`config.mk`:
```
export PLATFORM = sky130hd
export DESIGN_NAME = instruction_loader
export DESIGN_NICKNAME = d
export VERILOG_FILES = /design/src/rtl/instruction_loader.sv
export SDC_FILE = /design/constraint.sdc
export NUM_CORES = 1
export LEC_CHECK = 0
export CAP_MARGIN = 30
export CORE_ASPECT_RATIO = 0.7
export CORE_MARGIN = 10
export CORE_UTILIZATION = 51
export CTS_CLUSTER_SIZE = 24
export DETAILED_ROUTE_END_ITERATION = 10
export PLACE_DENSITY = 0.75
export SLEW_MARGIN = 15
export SYNTH_ARGS = -nofsm -noshare
export SYNTH_HDL_FRONTEND = slang
export SYNTH_SLANG_ARGS = --single-unit
export TNS_END_PERCENT = 100
```
`constraint.sdc`:
```
create_clock -name clk -period 4.3 [get_ports clk]
set_input_delay 0.86 -clock clk [delete_from_list [all_inputs] [get_ports clk]]
set_output_delay 0.86 -clock clk [all_outputs]
set_load 0.005 [all_outputs]
```
`src/rtl/instruction_loader.sv`:
```
// instruction_loader: receives a framed byte stream and writes assembled 32-bit instructions into RAM
module instruction_loader #(
   parameter int         ADDR_WIDTH     = 16,
   parameter int         TIMEOUT_CYCLES = 1000000,
   parameter logic [7:0] SYNC_BYTE      = 8'hA5
) (
   input  logic        clk,
   input  logic        rst,
   input  logic        rx_valid,
   input  logic [7:0]  rx_byte,
   output logic        instruction_write,
   output logic [31:0] instruction_in,
   output logic        debug_enable,
   output logic        busy,
   output logic [15:0] words_loaded,
   output logic [1:0]  load_error
);
   localparam logic [16:0] MAX_WORDS = 17'(2 ** (ADDR_WIDTH - 2));
   localparam int          CW        = $clog2(TIMEOUT_CYCLES + 1);
   localparam logic [CW-1:0] TO_LAST = CW'(TIMEOUT_CYCLES - 1);

   typedef enum logic [2:0] {S_IDLE, S_LEN0, S_LEN1, S_WORD, S_FINISH, S_RUN, S_ERROR} state_t;

   state_t        r_state, w_next;
   logic [15:0]   r_len;
   logic [15:0]   r_frame_words;
   logic [1:0]    r_idx;
   logic [23:0]   r_buf;
   logic [CW-1:0] r_cnt;
   logic [15:0]   w_len_full;
   logic          w_in_frame, w_expire, w_word_done, w_last_word;
   logic [1:0]    w_err;
   logic          w_busy, w_dbg;

   assign w_len_full  = {rx_byte, r_len[7:0]};
   assign w_in_frame  = r_state inside {S_LEN0, S_LEN1, S_WORD};
   // a byte arriving in the expiry cycle wins over the timeout
   assign w_expire    = w_in_frame && !rx_valid && r_cnt == TO_LAST;
   assign w_word_done = r_state == S_WORD && rx_valid && r_idx == 2'd3;
   assign w_last_word = r_frame_words + 16'd1 == r_len;

   // state register
   always_ff @(posedge clk or posedge rst) begin
      if (rst) r_state <= S_IDLE;
      else     r_state <= w_next;
   end

   // next-state decode and error classification
   always_comb begin
      w_next = r_state;
      w_err  = 2'b00;
      case (r_state)
         S_IDLE:   if (rx_valid && rx_byte == SYNC_BYTE) w_next = S_LEN0;
         S_LEN0:   if (rx_valid) w_next = S_LEN1;
         S_LEN1:   if (rx_valid) begin
                      if (w_len_full == 16'd0) w_next = S_FINISH;
                      else if ({1'b0, w_len_full} > MAX_WORDS) begin
                         w_next = S_ERROR;
                         w_err  = 2'b10;
                      end
                      else w_next = S_WORD;
                   end
         S_WORD:   if (w_word_done && w_last_word) w_next = S_FINISH;
         S_FINISH: w_next = S_RUN;
         default:  w_next = r_state;
      endcase
      if (w_expire) begin
         w_next = S_ERROR;
         w_err  = 2'b01;
      end
   end

   // status outputs decoded from the upcoming state so the registered copies line up with it
   always_comb begin
      w_busy = w_next inside {S_LEN0, S_LEN1, S_WORD, S_FINISH};
      w_dbg  = w_next == S_RUN;
   end

   // registered status outputs
   always_ff @(posedge clk or posedge rst) begin
      if (rst) begin
         busy         <= 1'b0;
         debug_enable <= 1'b0;
         load_error   <= 2'b00;
      end else begin
         busy         <= w_busy;
         debug_enable <= w_dbg;
         if (w_next == S_ERROR && r_state != S_ERROR) load_error <= w_err;
      end
   end

   // inter-byte idle counter, zero outside a frame and after every accepted byte
   always_ff @(posedge clk or posedge rst) begin
      if (rst) r_cnt <= '0;
      else     r_cnt <= (w_in_frame && !rx_valid) ? r_cnt + 1'b1 : '0;
   end

   // length capture, byte lane assembly and word write-out
   always_ff @(posedge clk or posedge rst) begin
      if (rst) begin
         r_len             <= '0;
         r_frame_words     <= '0;
         r_idx             <= '0;
         r_buf             <= '0;
         instruction_write <= 1'b0;
         instruction_in    <= '0;
         words_loaded      <= '0;
      end else begin
         instruction_write <= w_word_done;
         if (r_state == S_LEN0 && rx_valid) r_len[7:0] <= rx_byte;
         if (r_state == S_LEN1 && rx_valid) begin
            r_len[15:8]   <= rx_byte;
            r_idx         <= 2'd0;
            r_frame_words <= '0;
         end
         if (r_state == S_WORD && rx_valid) begin
            r_idx <= r_idx + 2'd1;
            if (r_idx == 2'd0) r_buf[7:0]   <= rx_byte;
            if (r_idx == 2'd1) r_buf[15:8]  <= rx_byte;
            if (r_idx == 2'd2) r_buf[23:16] <= rx_byte;
         end
         if (w_word_done) begin
            instruction_in <= {rx_byte, r_buf};
            r_frame_words  <= r_frame_words + 16'd1;
            words_loaded   <= (words_loaded == 16'hFFFF) ? words_loaded : words_loaded + 16'd1;
         end
      end
   end
endmodule

```
==> Word-level counts from Yosys, hierarchy flattened <==
Index checks and enable logic that the tools add are counted.
{ "op_classes": {"reduce_logical": 21, "n_eq_ne": 18, "magnitude_cmp": 1, "add_sub_neg": 4, "n_mux": 18, "n_bitwise": 1} }
{ "op_table": {"columns": ["op", "n"], "rows": [
  ["$add 16x1->16 const B", 2],
  ["$mux 16", 2],
  ["$mux 3", 7],
  ["$add 20x1->20 const B", 1],
  ["$eq 20x20->1 const B", 1],
  ["$mux 20", 1],
  ["$eq 16x16->1", 1],
  ["$eq 16x16->1 const B", 1],
  ["$gt 16x15->1 const B", 1],
  ["$logic_not 16->1", 1],
  ["$pmux 3 s5", 1],
  ["$mux 2", 7],
  ["$eq 3x2->1 const B", 4],
  ["$eq 3x3->1 const B", 4],
  ["$logic_and 1x1->1", 9],
  ["$eq 8x8->1 const B", 1],
  ["$reduce_and 2->1", 4],
  ["$eq 3x1->1 const B", 2],
  ["$eq 2x2->1 const B", 2],
  ["$reduce_bool 2->1", 2],
  ["$reduce_bool 4->1", 1],
  ["$logic_not 3->1", 1],
  ["$ne 3x3->1 const B", 1],
  ["$reduce_bool 3->1", 1],
  ["other kinds (5)", 5]
]} }
{ "totals": {"out_inout_bits": 53, "ff_bits": 134, "word_cells": 78, "input_bits": 11} }

==> Logic depth before layout (Yosys ltp) <==
{ "logic_depth": {"ltp_word": 9, "depth_mapped": 10, "depth_no_buf": 8} }

==> Least setup slack after synthesis <==
No wires, ideal clock.
{ "synth_path": {"kind": "in2reg", "startpoint": "input port rx_valid", "endpoint": "register load_error[1]", "t_required_ps": 4164, "arrival_ps": 2217, "setup_time_ps": 136, "path_slack_ps": 1947, "stages": 9, "path_buffers": 2, "path_cell_list": "buf_2 -> and4b_1 -> buf_2 -> nand2_4 -> nor4_1 -> and4_1 -> nand4_2 -> a21oi_1 -> o22ai_1"} }
{ "synth_via": {"elab_chain_cells": 8, "word_cells_on_any_way": 18, "classes_between": "eq/ne: 1; mux: 9; reduce/logical: 8"} }
{ "synth_lines": {"columns": ["element", "line_no", "source"], "rows": [
  ["start, declared", "9", "input logic rx_valid,"],
  ["$logic_and 1x1->1 (2 in series)", "39", "assign w_word_done = r_state == S_WORD && rx_valid && r_idx == 2'd3;"],
  ["$logic_and 1x1->1", "63", "S_WORD: if (w_word_done && w_last_word) w_next = S_FINISH;"],
  ["$mux 3", "63", null],
  ["$pmux 3 s5", "52", "case (r_state)"],
  ["$mux 3", "67", "if (w_expire) begin"],
  ["$eq 3x3->1", "88", "if (w_next == S_ERROR && r_state != S_ERROR) load_error <= w_err;"],
  ["$logic_and 1x1->1", "88", null],
  ["end signal, assigned", "88", null],
  ["end, declared", "16", "output logic [1:0] load_error"]
]} }
Several ways; a longest one is shown, not always the timed one.
A chain may end at the register's enable or synchronous reset.

==> Worst setup path in the final report <==
{ "layout_path": {"startpoint": "input port rx_valid", "endpoint": "register words_loaded[8]"} }
{ "layout_via": {"elab_chain_cells": 3} }
{ "layout_lines": {"columns": ["element", "line_no", "source"], "rows": [
  ["$logic_and 1x1->1 (2 in series)", "39", null],
  ["$reduce_and 2->1 (no source line)", null, null],
  ["end signal, assigned", "125", "words_loaded <= (words_loaded == 16'hFFFF) ? words_loaded : words_loaded + 16'd1;"],
  ["end, declared", "15", "output logic [15:0] words_loaded,"]
]} }
No other way between the ends.

==> results.ini <==
[logic_synthesis]
netlist_area_sq_mm = 0.00633
ys_warn_count = 0
syn-instance-count = 639
synth-edff-count = 0
synthFlopType = dfrtp_1
synth.distinct_cells = 59
async_flop_share = 1.00
ys_seq_area_frac = 0.530
synth_nets = 657
synth-seq-cells = 134
avgSynthCellArea_sq_um = 9.91

[die]
initial_utilization = 0.531
fp.dieW_um = 153
coreArea_sq_mm = 0.0119
ioPinCount = 64
die_y_um = 113
rows = 33
dieArea_sq_mm = 0.0173

[power_and_ir_drop]
p_clk_frac = 0.409
p_sw_mw = 0.947
swShare = 0.269
internal-power_mw = 2.57
power_frac_seq = 0.456
irDropWorstVdd_uv = 346
power_frac_comb = 0.136
power.leakage_nw = 3.52
powerDensity_mw_per_mm2 = 460

[route]
drt_iter0_markers = 378
wl_per_cell_um = 17.3
drt_wl_total_mm = 15.0
drc = 0
vias = 4821
ant_nets = 0
viasPerCell = 5.57
dr.pass1.iters = 4

[timing]
tightest_slew_ns = 0.810
rsz0062_at_grt = no
setup_violations = 0
fmax_ghz = 0.339
tns_ns = 0
post-route-min-period_ns = 2.95
fin_crit_sh = 0.686
hold_viol = 0
fin_worst_skew_ns = 0.0139
drv_slew = 0
slew-limit-headroom = 0.458

[worst_setup_path]
worstPathCellList = clkdlybuf4s50_1 > and4b_1 > nand2_4 > inv_2 > o21ai_2 > or2_1 > nor4_1 > xnor2_1
r2r_end = load_error[1]
worstSetupPathType = in -> reg
reg2regPathDepth = 8
r2r-start = r_frame_words[0]
end_kind = register
cpMaxStageDelayCell = clkdlybuf4s50_1
crit_arrival_ns = 3.29
path_max_fanout = 24
cp.required_ns = 4.64
ff2ff_setup_slack_ns = 1.58
cpPeakStageDelay_ns = 0.62
startpoint_type = primary input
startpoint = rx_valid

[hold_path]
min_to = instruction_in[18]
whs_path_depth = 2
hp-start = r_buf[18]
hold_class = reg -> reg

[run_status]
outcome = finished clean

[global_routing]
grt_overflow_total = 0
grt_pass1_wl_mm = 25.5
grt_pass1_vias = 4919
antenna_found_initial = 0
track_usage = 0.179
grt_start_max_net_pins = 105

[clock_network]
cts.sink_count = 134
ctsHoldBuffers = 0
cts_tree = yes
cts-htree-levels = 4
clkLatencyLatePin_ns = 0.42
numCtsBuffers = 17
clock_path_buffers = 2
clk_pin_slew_ns = 0.06
postCtsSetupBuffers = 0
root_buffer = clkbuf_16
cts_resized = 0

[placement]
io_buffers = 63
place.gp.congestion = 0.833
placed_area_sq_mm = 0.00707
post-dp-hpwl_mm = 10.0

[final_layout]
diodes = 0
layout_common_cells = 163 x nand2_1, 134 x dfrtp_1, 63 x clkdlybuf4s50_1
areaGrowthSynthToFinish_pct = 20.9
drive_above_1_share = 0.124
design_area_sq_mm = 0.00765
post-route-util = 0.641
final_net_count = 714
final_common_cell = nand2_1

[job]
drv_cap = 0

-- logic make-up after synthesis --
group	share of synthesized area
and+or+nand+nor	0.226
DFF	0.530
AOI/OAI and AO/OA	0.0571
xor gates and xnor gates	0.0761
buffers and inverters	0.0340
muxes	0.0638
adders and majority gates	0.0138
-- power by group through the flow --
stage	Clock [mW]	Sequential (mW)	Combinational (mW)
after global placement	0	1.60	0.450
after CTS	1.45	1.60	0.481
final	1.44	1.60	0.477
after detailed placement	0	1.61	0.468
after floorplan	0	1.55	0.382
after global routing	1.52	1.62	0.539
-- critical path, delay by kind of cell --
| kind | cells | cell delay (ns) |
|---|---|---|
| compound gates | 1 | 0.17 |
| simple gates | 4 | 1.14 |
| buf+inv | 2 | 0.95 |
| xor+xnor | 1 | 0.16 |
-- worst max-delay path by stage --
| stage | endpoint | slack, ns | cells after the start |
|---|---|---|---|
| global placement | words_loaded[8] | 0.98 | 8 |
| CTS | words_loaded[8] | 1.37 | 8 |
| global route | r_frame_words[14] | 1.08 | 7 |
| finish | words_loaded[8] | 1.35 | 8 |
| detailed placement | words_loaded[8] | 0.92 | 8 |
| floorplan | busy | 1.77 | 1 |
-- per-stage QoR --
step | total power [mW] | cells | hold slack (ns) | setup WS (ns)
2_1_floorplan | 1.93 | 639 | 0.433 | 1.77
3_3_place_gp | 2.05 | 834 | 0.444 | 0.984
3_5_place_dp | 2.08 | 834 | 0.452 | 0.923
4_1_cts | 3.53 | 866 | 0.470 | 1.37
5_1_grt | 3.67 | 866 | 0.491 | 1.08
6_report | 3.52 | 866 | 0.460 | 1.35
-- synthesized netlist by cell type (3+ instances only) --
master	n	share of area
a21oi_1	13	0.010
and3_1	7	0.0069
and4_1	5	0.0069
and4_2	3	0.0047
buf_2	4	0.0032
buf_4	3	0.0036
clkbuf_1	19	0.011
dfrtp_1	134	0.53
ha_1	7	0.014
inv_1	16	0.0095
mux2_2	35	0.062
nand2_1	163	0.097
nand3_1	18	0.014
nand4_1	12	0.012
nor2_1	39	0.023
nor3_1	12	0.0095
nor4_1	5	0.0049
o21ai_0	26	0.021
o22ai_1	3	0.0030
o31ai_1	7	0.0083
or3_1	5	0.0049
xnor2_1	39	0.054
xor2_1	16	0.022
-- registers in the layout, summed over array words and instances (netlist names) --
| signal | flops |
|---|---|
| instruction_in | 32 |
| r_buf | 24 |
| r_cnt | 20 |
| r_frame_words | 16 |
| r_len | 16 |
| words_loaded | 16 |
| r_state | 3 |
| load_error | 2 |
| r_idx | 2 |
| busy | 1 |
| debug_enable | 1 |
| instruction_write | 1 |
-- per-layer routing --
layer | wire length (um) | share of wire | global-route usage
met5 | 0 | 0 | 0
met4 | 151 | 0.010 | 0.0526
met3 | 827 | 0.055 | 0.0545
met2 | 6990 | 0.47 | 0.277
met1 | 6990 | 0.47 | 0.237
-- cell type report --
cell class | count | area [sq um]
clock buffers | 22 | 464
flip-flops and latches | 134 | 3350
clock inverters | 10 | 120
inverters | 19 | 75.1
well taps | 157 | 196
multi-input cells | 456 | 2760
repair buffers | 68 | 681
fillers | 913 | 4280
Note: power is estimated with default switching activity, not from simulation.
